$ cat src/rtl/id_ex_register.sv
`default_nettype none
// +--------------------------------------------------------------------------+
// | id_ex_register: ID/EX pipeline register with stall, flush and bubbles.    |
// | Optional macro IDEX_FWD_SRC_EN registers rn/rm for forwarding.           |
// | Revision: 1.0                                                            |
// +--------------------------------------------------------------------------+
module id_ex_register (
  input  logic        clk,
  input  logic        reset,
  input  logic        stall,
  input  logic        flush,
  input  logic        id_valid,
  input  logic [63:0] id_pc,
  input  logic [63:0] id_rd1,
  input  logic [63:0] id_rd2,
  input  logic [63:0] id_imm_zext,
  input  logic [63:0] id_imm_sext,
  input  logic        id_imm_is_zext,
  input  logic [2:0]  id_alu_op,
  input  logic        id_alu_src,
  input  logic        id_mem_read,
  input  logic        id_mem_write,
  input  logic        id_reg_write,
  input  logic        id_mem_to_reg,
  input  logic        id_set_flags,
  input  logic [4:0]  id_rd,
  input  logic [4:0]  id_rn,
  input  logic [4:0]  id_rm,
  output logic        ex_valid,
  output logic [63:0] ex_pc,
  output logic [63:0] ex_rd1,
  output logic [63:0] ex_rd2,
  output logic [63:0] ex_imm,
  output logic [2:0]  ex_alu_op,
  output logic        ex_alu_src,
  output logic        ex_mem_read,
  output logic        ex_mem_write,
  output logic        ex_reg_write,
  output logic        ex_mem_to_reg,
  output logic        ex_set_flags,
  output logic [4:0]  ex_rd,
  output logic [4:0]  ex_rn,
  output logic [4:0]  ex_rm
);

  localparam logic [0:0] S_BUBBLE = 1'b0;
  localparam logic [0:0] S_VALID  = 1'b1;
  localparam logic [4:0] XZR      = 5'd31;

  logic [0:0] state_q, state_d;
  logic       load_bubble, load_instr;

  logic [63:0] pc_q, pc_d, rd1_q, rd1_d, rd2_q, rd2_d, imm_q, imm_d;
  logic [2:0]  alu_op_q, alu_op_d;
  logic        alu_src_q, alu_src_d, mem_read_q, mem_read_d;
  logic        mem_write_q, mem_write_d, reg_write_q, reg_write_d;
  logic        mem_to_reg_q, mem_to_reg_d, set_flags_q, set_flags_d;
  logic [4:0]  rd_q, rd_d;

  // Flush wins over stall; an unstalled capture of an invalid slot is a bubble too.
  assign load_bubble = flush | (~stall & ~id_valid);
  assign load_instr  = ~flush & ~stall & id_valid;

  always_ff @(posedge clk or posedge reset) begin
    if (reset) state_q <= S_BUBBLE;
    else       state_q <= state_d;
  end

  always_comb begin
    state_d = state_q;
    if (load_bubble)     state_d = S_BUBBLE;
    else if (load_instr) state_d = S_VALID;
  end

  always_comb begin
    pc_d         = pc_q;
    rd1_d        = rd1_q;
    rd2_d        = rd2_q;
    imm_d        = imm_q;
    alu_op_d     = alu_op_q;
    alu_src_d    = alu_src_q;
    mem_read_d   = mem_read_q;
    mem_write_d  = mem_write_q;
    reg_write_d  = reg_write_q;
    mem_to_reg_d = mem_to_reg_q;
    set_flags_d  = set_flags_q;
    rd_d         = rd_q;
    if (load_bubble) begin
      pc_d         = '0;
      rd1_d        = '0;
      rd2_d        = '0;
      imm_d        = '0;
      alu_op_d     = '0;
      alu_src_d    = 1'b0;
      mem_read_d   = 1'b0;
      mem_write_d  = 1'b0;
      reg_write_d  = 1'b0;
      mem_to_reg_d = 1'b0;
      set_flags_d  = 1'b0;
      rd_d         = XZR;
    end else if (load_instr) begin
      pc_d         = id_pc;
      rd1_d        = id_rd1;
      rd2_d        = id_rd2;
      imm_d        = id_imm_is_zext ? id_imm_zext : id_imm_sext;
      alu_op_d     = id_alu_op;
      alu_src_d    = id_alu_src;
      mem_read_d   = id_mem_read;
      mem_write_d  = id_mem_write;
      reg_write_d  = id_reg_write;
      mem_to_reg_d = id_mem_to_reg;
      set_flags_d  = id_set_flags;
      rd_d         = id_rd;
    end
  end

  always_ff @(posedge clk or posedge reset) begin
    if (reset) begin
      pc_q         <= '0;
      rd1_q        <= '0;
      rd2_q        <= '0;
      imm_q        <= '0;
      alu_op_q     <= '0;
      alu_src_q    <= 1'b0;
      mem_read_q   <= 1'b0;
      mem_write_q  <= 1'b0;
      reg_write_q  <= 1'b0;
      mem_to_reg_q <= 1'b0;
      set_flags_q  <= 1'b0;
      rd_q         <= XZR;
    end else begin
      pc_q         <= pc_d;
      rd1_q        <= rd1_d;
      rd2_q        <= rd2_d;
      imm_q        <= imm_d;
      alu_op_q     <= alu_op_d;
      alu_src_q    <= alu_src_d;
      mem_read_q   <= mem_read_d;
      mem_write_q  <= mem_write_d;
      reg_write_q  <= reg_write_d;
      mem_to_reg_q <= mem_to_reg_d;
      set_flags_q  <= set_flags_d;
      rd_q         <= rd_d;
    end
  end

  always_comb begin
    ex_valid      = (state_q == S_VALID);
    ex_pc         = pc_q;
    ex_rd1        = rd1_q;
    ex_rd2        = rd2_q;
    ex_imm        = imm_q;
    ex_alu_op     = alu_op_q;
    ex_alu_src    = alu_src_q;
    ex_mem_read   = mem_read_q;
    ex_mem_write  = mem_write_q;
    ex_reg_write  = reg_write_q;
    ex_mem_to_reg = mem_to_reg_q;
    ex_set_flags  = set_flags_q;
    ex_rd         = rd_q;
  end

`ifdef IDEX_FWD_SRC_EN
  logic [4:0] rn_q, rn_d, rm_q, rm_d;

  always_comb begin
    rn_d = rn_q;
    rm_d = rm_q;
    if (load_bubble) begin
      rn_d = '0;
      rm_d = '0;
    end else if (load_instr) begin
      rn_d = id_rn;
      rm_d = id_rm;
    end
  end

  always_ff @(posedge clk or posedge reset) begin
    if (reset) begin
      rn_q <= '0;
      rm_q <= '0;
    end else begin
      rn_q <= rn_d;
      rm_q <= rm_d;
    end
  end

  assign ex_rn = rn_q;
  assign ex_rm = rm_q;
`else
  // Source registers are not tracked in this build; report XZR.
  logic unused_src;
  assign unused_src = ^{id_rn, id_rm};
  assign ex_rn      = XZR;
  assign ex_rm      = XZR;
`endif

endmodule
`default_nettype wire
$ cat config.mk
export PLATFORM = sky130hd
export DESIGN_NAME = id_ex_register
export DESIGN_NICKNAME = d
export VERILOG_FILES = /design/src/rtl/id_ex_register.sv
export SDC_FILE = /design/constraint.sdc
export NUM_CORES = 1
export LEC_CHECK = 0
export ABC_AREA = 1
export CORE_AREA = 2 2 243 245
export CTS_CLUSTER_DIAMETER = 50
export DETAILED_ROUTE_END_ITERATION = 12
export DIE_AREA = 0 0 245 247
export REMOVE_ABC_BUFFERS = 1
export SLEW_MARGIN = 20
export SYNTH_ARGS = -nofsm -noshare
export SYNTH_HDL_FRONTEND = slang
export SYNTH_SLANG_ARGS = --single-unit
$ cat constraint.sdc
create_clock -name clk -period 25.4 [get_ports clk]
set_input_delay 7.62 -clock clk [delete_from_list [all_inputs] [get_ports clk]]
set_output_delay 7.62 -clock clk [all_outputs]
set_load 0.05 [all_outputs]
# --- After elaboration in Yosys (flattened, before gate mapping) ---
# Index checks and enable logic that the tools add are counted.
op_classes:
  muxes: 27
  bitwise_logic: 7
  n_reduce_logical: 1
op_table:
  columns: ["op", "n"]
  rows:
  - ["64-bit 2-to-1 mux", 9]
  - ["1-bit 2-to-1 mux", 14]
  - ["5-bit 2-to-1 mux", 2]
  - ["3-bit 2-to-1 mux", 2]
  - ["1-bit AND", 3]
  - ["1-bit NOT", 3]
  - ["2-bit nonzero test", 1]
  - ["1-bit OR", 1]
totals:
  reg_bits: 271
  in_bits: 350
  out_inout_bits: 281

# --- Longest topological paths before layout ---
# Gate-level depths: netlist of run 1.
logic_depth:
  word_depth: 5
  depth_mapped: 7
  ltp_nobuf: 5

# --- Least setup slack after synthesis of run 1 ---
# No wires, ideal clock.
synth_timing:
  path_type: "in2reg"
  start: "input stall"
  end: "register rd2_q[31], in the netlist ex_rd2[31]"
  t_arrival_ns: 8.277
  t_required_ns: 25.334
  slack_ns: 17.057
  stages: 7
  path_buffers: 2
  path_cell_list: "inv_1 nand2_1 nor2_2 buf_4 buf_2 nand2_1 nand2_1"
synth_between:
  elab_chain_cells: 4
  elab_cells_between_ends: 7
  cone_classes: "1 x mux; 5 x bitwise; 1 x reduce/logical"
synth_rtl:
  columns: ["element", "line_no", "text"]
  rows:
  - ["start: declaration", "10", "input logic stall,"]
  - ["1-bit NOT *", "61, 62", null]
  - ["1-bit AND (on tied branches)", "61, 62", null]
  - ["1-bit OR or 1-bit AND (tied branches)", "61, 62", null]
  - ["64-bit 2-to-1 mux or 2-bit nonzero test (tied branches)", null, null]
  - ["end signal: assignment", "134", "rd2_q <= rd2_d;"]
  - ["end: declaration", "53", "logic [63:0] pc_q, pc_d, rd1_q, rd1_d, rd2_q, rd2_d, imm_q, imm_d;"]
# Every way passes the cells marked *; elsewhere a longest branch is shown, timed or not.
# A chain may end at the register's enable or synchronous reset.

# --- Final worst setup path of run 1 ---
layout_timing:
  start: "input stall"
  end: "register imm_q[7], in the netlist ex_imm[7]"
layout_between:
  elab_chain_cells: 4
  elab_cells_between_ends: 7
  cone_classes: "1 x mux; 5 x bitwise; 1 x reduce/logical"
layout_rtl:
  columns: ["element", "line_no", "text"]
  rows:
  - ["1-bit NOT *", "61, 62", null]
  - ["1-bit AND (on tied branches)", "61, 62", null]
  - ["1-bit OR or 1-bit AND (tied branches)", "61, 62", null]
  - ["64-bit 2-to-1 mux or 2-bit nonzero test (tied branches)", null, null]
  - ["end signal: assignment", "135", "imm_q <= imm_d;"]
  - ["end: declaration", "53", null]
# Marks and branches as above.

==> results of run 1 <==
-- routing by layer --
layer,part of all wire [%],up-vias
li1,-,5223
met1,40,4845
met2,49,432
met3,8.3,75
met4,3.6,4
met5,0.069,-
-- power groups by stage --
stage                     logic [mW]  registers, mW  clock network (mW)
after global placement         0.203          0.464                   0
after detailed placement       0.204          0.465                   0
after floorplan               0.0410          0.523                   0
final                          0.201          0.458               0.487
after CTS                      0.204          0.457               0.507
after global routing           0.215          0.459               0.525
-- kinds of logic after synthesis --
group	share of synthesized area [%]
and+or+nand+nor	33.83
buffers and inverters	5.551
other	0.03347
DFF	60.59
-- cell usage in the layout, fill, tap and decap left out --
cell / n
buf_4: 10
clkbuf_16: 37
nor2_1: 15
clkbuf_8: 8
bufinv_16: 1
nand2_2: 1
inv_6: 2
buf_2: 1
nand2_1: 990
inv_8: 2
dfrtp_1: 266
conb_1: 10
nor2_4: 1
dfstp_2: 5
clkdlybuf4s50_1: 609
clkinvlp_4: 1
inv_2: 2
clkbuf_1: 5
clkinv_4: 1
buf_6: 1
inv_1: 1
nand3_1: 1
clkinv_2: 4
-- area by class of cell --
type / count / area (um^2) / area share, %
tap: 773 / 967.2 / 5.105
sequential: 271 / 6788 / 35.83
multi-input combinational: 1018 / 3832 / 20.23
clock buffer: 50 / 1055 / 5.567
clock inverter: 9 / 86.33 / 0.4557
inverter: 5 / 31.28 / 0.1651
timing repair buffer: 621 / 6187 / 32.66
-- through the flow --
stage                     setup slack (ns)  hold slack [ns]  cells  cell area, um^2
after floorplan                      10.32           0.6091   1294            10630
after global placement               14.83           0.4608   2688            17800
after detailed placement             14.70           0.4599   2688            17800
after CTS                            15.27           0.4725   2747            18940
after global routing                 15.36           0.4928   2747            18950
final                                15.52           0.4680   2747            18950
-- final timing paths --
path | start | endpoint | slack, ns
worst min-delay path | ex_valid | ex_valid | 0.47
min in group asynchronous | reset | ex_rd1[38] | 7.57
worst max register to register | ex_rd[1] | ex_rd[1] | 24.61
worst max-delay path | stall | ex_imm[7] | 15.52
max in group asynchronous | reset | ex_rd1[59] | 15.79
worst min register to register | ex_valid | ex_valid | 0.47
-- worst max-delay path, cell delays in order --
cell	delay, ns
clkdlybuf4s50_1	0.44
inv_1	0.10
nand2_1	0.08
nor2_4	0.08
buf_4	0.67
buf_4	0.76
nand2_1	0.31
nand2_1	0.14
==> flow_summary.yaml, run 1 <==
outcome:
  outcome: "complete, no violations"
power_and_ir_drop:
  power.internal_mw: 0.8306
  pwr-share-comb_pct: 17.6
  p_sw_share_pct: 27.50
  power_leakage_nw: 9.406
  vdd_ir_drop_max_mv: 0.03437
  powerDensity_nw_per_um2: 60.47
  seqPwrFrac_pct: 39.9
  power_mw: 1.146
  pwr-share-clk_pct: 42.5
  p_sw_mw: 0.3150
clock_tree:
  clock_latency_ns: 0.52
  tritoncts: "done"
  cts_root_buf: "clkbuf_16"
  cts.sinks: 271
  clkTransAtPathRegs_ns: 0.05
  cts_resized: 0
  postCtsHoldBufs: 0
  h-tree-depth: 2
  cts_buffer_depth: 3
  numCtsBuffers: 35
  cts_setup_buffers: 0
synth:
  synthArstFlopShare_pct: 100.0
  synth.top_cell.area_share_pct: 59.41
  synthDistinctLibCells: 15
  yosysSeqAreaShare_pct: 60.59
  yosys_most_used_dff: "dfrtp_1"
  synthTopCellsByCount: "nand2_1 (990), dfrtp_1 (266), buf_2 (26)"
  avgSynthCellArea_um2: 8.201
  ys_ff_latch: 271
  netlist_area_um2: 11200
  synth_edf_count: 0
  synth_most_common_cell: "nand2_1"
  synth_area_leader_cell: "dfrtp_1"
  synth.area.top_cells: "dfrtp_1 (59%), nand2_1 (33%), buf_6 (2.3%)"
  netlist_instances: 1366
  ys_warn_count: 0
sta:
  tns_ns: 0
  rsz0062_at_grt: "false"
  layout_min_cycle_time_ns: 9.879
  hold_viol_final: 0
  max_freq_mhz: 101.2
  finalCritPeriodShare_pct: 38.89
  slew_headroom_pct: 28.83
  setup-violations-final: 0
  worstMarginPinSlew_ns: 1.068
  finalMaxSlewViolations: 0
  clock_skew_ns: 0
layout:
  final_nets: 2302
  fill_cells: 6021
  areaGrowthSynthToFinish_pct: 69.12
  antenna_cells: 0
  drive_gt1_share_pct: 3.901
  fin_util_pct: 32.53
routing:
  firstDrtPassIters: 4
  drtIter0Drc: 373
  vias_per_cell: 3.851
  route.detailed.wl_per_inst_um: 14.30
  vias: 10580
  antenna_left: 0
  drc: 0
  wl_mm: 39.29
critical_path:
  rr_worst_depth: 2
  arrival_ns: 10.33
  start_kind: "input port"
  path_max_fanout: 82
  cp-end-kind: "flip-flop"
  crit_type: "input port to flip-flop"
  cp.required_ns: 25.85
floorplanning:
  start_util_pct: 19.24
  core_um2: 58240
  die_x_um: 245
  ios: 631
  die-area_um2: 60520
  fp-row-count: 89
  die_h_um: 247
global_routing:
  grt.total_usage_pct: 12.49
  grt_use_met1_pct: 14.39
  grt-busiest-layer: "met2"
  grt_pass1_vias: 10590
  grt_max_degree: 110
  overflow: 0
  met3_usage_pct: 3.983
  antenna_found_initial: 2
  grt_pass1_wl_mm: 59.23
  grt_use_met2_pct: 21.29
place:
  io_buffer_count: 610
  place_hpwl_mm: 28.61
  gp_congestion: 0.8486
flow_run:
  drv_cap: 0
min_path:
  hp-class: "flip-flop to flip-flop"
  holdPathStages: 2
No activity file was read; power rests on OpenSTA's default activity.
==> run 2: changes to the inputs <==
- CORE_AREA: 2 2 243 245 -> 2 2 244 246
- DIE_AREA: 0 0 245 247 -> 0 0 246 248
- clock period: 25.4 -> 8.4 ns (I/O delays scaled with it)
==> flow_summary.yaml, run 2 (synthesis results as in run 1) <==
place:
  gp_congestion: 0.8230
  place_hpwl_mm: 27.60
  io_buffer_count: 610
  dpl_worst_slack_ns: 3.406
  place_area_um2: 17820
outcome:
  outcome: "complete, no violations"
sta:
  fin_hold_ws_ns: 0.4727
  setup-violations-final: 0
  rsz0062_at_grt: "false"
  clock_skew_ns: 0
  layout_min_cycle_time_ns: 4.493
  tns_ns: 0
  finalCritPeriodShare_pct: 53.49
  max_freq_mhz: 222.6
  hold_viol_final: 0
  worstMarginPinSlew_ns: 0.9553
  finalMaxSlewViolations: 0
  worst_slack_ns: 3.907
  slew_headroom_pct: 36.32
min_path:
  hp-start: "ex_rd1[52]"
  min_to: "ex_rd1[52]"
  holdPathStages: 2
  hp-class: "flip-flop to flip-flop"
critical_path:
  cp_cell_sequence: "clkdlybuf4s50_1 > inv_1 > nand2_1 > nor2_4 > buf_4 > buf_4 > nand2_1 > nand2_1"
  r2r_setup_slack_ns: 7.64
  start_kind: "input port"
  path_max_fanout: 67
  crit_family: "buffers and inverters"
  arrival_ns: 4.95
  cp.required_ns: 8.86
  r2r_start: "ex_rd[1]"
  max_stage_delay_ns: 0.67
  regToRegEndpoint: "ex_rd[1]"
  rr_worst_depth: 2
  crit_start: "stall"
  crit_type: "input port to flip-flop"
  crit_buf_inv: 4
  cp-end-kind: "flip-flop"
  cpMaxStageDelayCell: "buf_4"
  cp_common_cell: "nand2_1"
routing:
  met3_length_mm: 3.482
  vias_per_cell: 3.807
  vias: 10490
  wl_met2_mm: 18.53
  wl_mm: 38.33
  antenna_left: 0
  drtIter0Drc: 457
  met1_length_mm: 15.42
  highest_layer: "met4"
  drc: 0
  route.detailed.wl_per_inst_um: 13.91
  firstDrtPassIters: 4
floorplanning:
  die-area_um2: 61010
  fp-row-count: 89
  core_um2: 58460
  ios: 631
  die_x_um: 246
  die_h_um: 248
  start_util_pct: 19.16
power_and_ir_drop:
  power_leakage_nw: 9.434
  power_mw: 3.541
  powerDensity_nw_per_um2: 185.9
  vdd_ir_drop_max_mv: 0.1234
layout:
  final_area_um2: 19050
  final_cell_mix: "nand2_1 (990), clkdlybuf4s50_1 (609), dfrtp_1 (266)"
  final_nets: 2302
  fill_cells: 6097
  multiInputGateArea_um2: 3832
  seqCellArea_um2: 6788
  areaGrowthSynthToFinish_pct: 70.01
  final_common_cell: "nand2_1"
  drive_gt1_share_pct: 4.089
clock_tree:
  tritoncts: "done"
  cts_setup_buffers: 0
  cts_buffer_depth: 3
  h-tree-depth: 2
  cts_root_buf: "clkbuf_16"
  cts.sinks: 271
  numCtsBuffers: 38
  postCtsHoldBufs: 0
  clock_latency_ns: 0.53
  cts_resized: 0
  clkTransAtPathRegs_ns: 0.05
global_routing:
  grt_pass1_wl_mm: 57.61
  grt.total_usage_pct: 11.90
  antenna_found_initial: 2
  overflow: 0
  grt_max_degree: 141
  grt_pass1_vias: 10420
flow_run:
  drv_cap: 0
[run 2: cell count changes in the layout (fill, tap and decap cells not counted), moves of 2 or more]
cell,delta
clkbuf_16,+2
clkbuf_1,+3
buf_12,+3
clkinvlp_4,+2
clkbuf_8,-7
clkinv_4,+3
buf_4,-5
clkinv_2,+2
inv_6,+3
diode_2,+2
[run 2: final cells by class]
class / instances / area share [%]
Inverter: 5 / 0.1774
Clock buffer: 48 / 5.354
Timing Repair Buffer: 618 / 32.54
Clock inverter: 21 / 1.064
Antenna cell: 2 / 0.02628
Multi-Input combinational cell: 1018 / 20.12
Sequential cell: 271 / 35.64
Tap cell: 773 / 5.078
[run 2: routing by layer]
metal  vias up  track usage (%)
met5         -                0
met3        54            3.882
met1      4783            14.08
li1       5242                -
met4         0            4.207
met2       413            20.18
[run 2: power breakdown]
| part | internal [mW] | switching (mW) |
|---|---|---|
| Combinational | 0.252 | 0.354 |
| Clock | 0.936 | 0.615 |
| Sequential | 1.36 | 0.0268 |
| Total | 2.54 | 0.997 |
[run 2: worst max path at each step]
stage | end | slack (ns) | cells after the start
2_1_floorplan | ex_alu_op[0] | -1.58 | 1
4_1_cts | ex_rd[1] | 3.94 | 1
3_3_place_gp | ex_imm[10] | 3.45 | 8
5_1_grt | ex_pc[22] | 3.74 | 8
3_5_place_dp | ex_imm[56] | 3.41 | 8
6_report | ex_imm[56] | 3.91 | 8
[run 2: worst reg2reg max path, delay by kind of cell, from the launching register on]
kind             cells  cell delay, ns
DFF                  1            0.54
and+or+nand+nor      2            0.16
[run 2: per-stage QoR]
step / instances / util, %
finish: 2756 / 32.58
detailed placement: 2685 / 30.48
global placement: 2685 / 30.48
floorplan: 1294 / -
CTS: 2754 / 32.57
global route: 2756 / 32.58
==> run 3: changes to the inputs <==
- CORE_AREA: 2 2 244 246 -> 2 2 245 247
- DIE_AREA: 0 0 246 248 -> 0 0 247 249
- clock period: 8.4 -> 4.4 ns (I/O delays scaled with it)
==> flow_summary.yaml, run 3 (synthesis results as in run 1) <==
power_and_ir_drop:
  pwr-share-clk_pct: 43.3
  seqPwrFrac_pct: 39.3
  pwr-share-comb_pct: 17.4
  power_mw: 6.732
  p_sw_mw: 1.851
  power.internal_mw: 4.881
  p_sw_share_pct: 27.50
  vdd_ir_drop_max_mv: 0.2507
  powerDensity_nw_per_um2: 351.5
  power_leakage_nw: 9.512
layout:
  final_nets: 2314
  drive_gt1_share_pct: 4.628
  final_area_um2: 19150
  final_common_cell: "nand2_1"
  layoutNonFillerInstCount: 2761
  areaGrowthSynthToFinish_pct: 70.97
  fin_util_pct: 32.64
  final_cell_mix: "nand2_1 (990), clkdlybuf4s50_1 (609), dfrtp_1 (266)"
  antenna_cells: 0
  fill_cells: 6097
place:
  place_area_um2: 17970
  gp_congestion: 0.8159
  dpl_worst_slack_ns: 1.189
  place_hpwl_mm: 29.05
  dp_cells: 2700
  io_buffer_count: 610
sta:
  hold_viol_final: 0
  finalMaxSlewViolations: 0
  worst_slack_ns: 1.196
  worstMarginPinSlew_ns: 0.7187
  slew_headroom_pct: 51.94
  tns_ns: 0
  rsz0062_at_grt: "false"
  finalCritPeriodShare_pct: 72.81
  clock_skew_ns: 0
  fin_hold_ws_ns: 0.4750
  setup-violations-final: 0
  max_freq_mhz: 312.1
  layout_min_cycle_time_ns: 3.204
floorplanning:
  fp-row-count: 89
  core_um2: 58690
  die_x_um: 247
  die_h_um: 249
  die-area_um2: 61500
  ios: 631
  start_util_pct: 19.09
critical_path:
  cp-end-kind: "primary output"
  cp_cell_sequence: "clkdlybuf4s50_1"
  start_kind: "flip-flop"
  crit_type: "flip-flop to primary output"
  cp.required_ns: 3.08
  path_max_fanout: 2
  max_stage_delay_ns: 0.82
  crit_family: "buffers and inverters"
  cpMaxStageDelayCell: "clkdlybuf4s50_1"
  crit_buf_inv: 1
  arrival_ns: 1.88
routing:
  route.detailed.wl_per_inst_um: 14.09
  antenna_left: 0
  wl_mm: 38.92
  drc: 0
  drtIter0Drc: 361
  vias: 10670
  vias_per_cell: 3.866
  firstDrtPassIters: 4
clock_tree:
  clkTransAtPathRegs_ns: 0.06
  cts_root_buf: "clkbuf_16"
  clock_latency_ns: 0.52
  tritoncts: "done"
  cts_resized: 0
  cts_setup_buffers: 0
  cts.sinks: 271
  h-tree-depth: 2
  numCtsBuffers: 35
  postCtsHoldBufs: 0
  cts_buffer_depth: 3
outcome:
  outcome: "complete, no violations"
global_routing:
  grt_pass1_vias: 11010
  grt.total_usage_pct: 12.29
  overflow: 0
  antenna_found_initial: 1
  grt_max_degree: 135
  grt_pass1_wl_mm: 59.86
min_path:
  hp-class: "flip-flop to flip-flop"
flow_run:
  drv_cap: 0
==> run 3: cell count changes in the layout (fill, tap and decap cells not counted) <==
| cell | delta |
|---|---|
| diode_2 | -2 |
| inv_8 | -1 |
| clkinvlp_4 | -2 |
| buf_4 | +12 |
| clkbuf_16 | -2 |
| clkinv_2 | +1 |
| clkbuf_8 | +4 |
| buf_12 | +3 |
| clkinv_8 | +1 |
| inv_6 | -3 |
| clkbuf_1 | -4 |
| clkinv_4 | -3 |
| bufinv_16 | +1 |
==> run 3: cell type report <==
class	count	area, um^2	area share (%)
flip-flops and latches	271	6788	35.44
well taps	773	967.2	5.049
inverters	5	33.78	0.1764
clock inverters	15	175.2	0.9145
clock buffers	46	1010	5.271
multi-input cells	1018	3832	20.01
repair buffers	633	6349	33.14
==> run 3: path summary, 6_finish.rpt <==
kind / from / endpoint / slack (ns) / depth (start not counted)
setup / recovery: ex_rd[3] / ex_rd[3] / 1.20 / 1
hold / removal: ex_rd1[15] / ex_rd1[15] / 0.48 / 2
setup reg to reg: ex_rd[2] / ex_rd[2] / 3.65 / 2
hold reg to reg: ex_rd1[15] / ex_rd1[15] / 0.48 / 2
max in group asynchronous: reset / ex_rd1[58] / 2.31 / 3
min in group asynchronous: reset / ex_pc[62] / 1.27 / 2
==> run 3: worst min-delay path: cells and delay by family (launching register included) <==
kind	cells	cell delay, ns
and+or+nand+nor	2	0.10
DFF	1	0.33
==> run 3: power by group through the flow <==
| stage | Combinational (mW) | Clock (mW) | Sequential, mW |
|---|---|---|---|
| global route | 1.25 | 3.11 | 2.65 |
| finish | 1.17 | 2.92 | 2.64 |
| global placement | 1.18 | 0 | 2.68 |
| floorplan | 0.237 | 0 | 3.02 |
| CTS | 1.19 | 3.02 | 2.64 |
| detailed placement | 1.19 | 0 | 2.68 |
==> run 3: per-layer routing <==
metal,part of all wire [%],GRT usage (%),wire (um)
met1,38,13.46,14870
met2,49,21.66,19070
met3,8.7,3.695,3404
met4,4.0,5.559,1558
met5,0.031,0,12
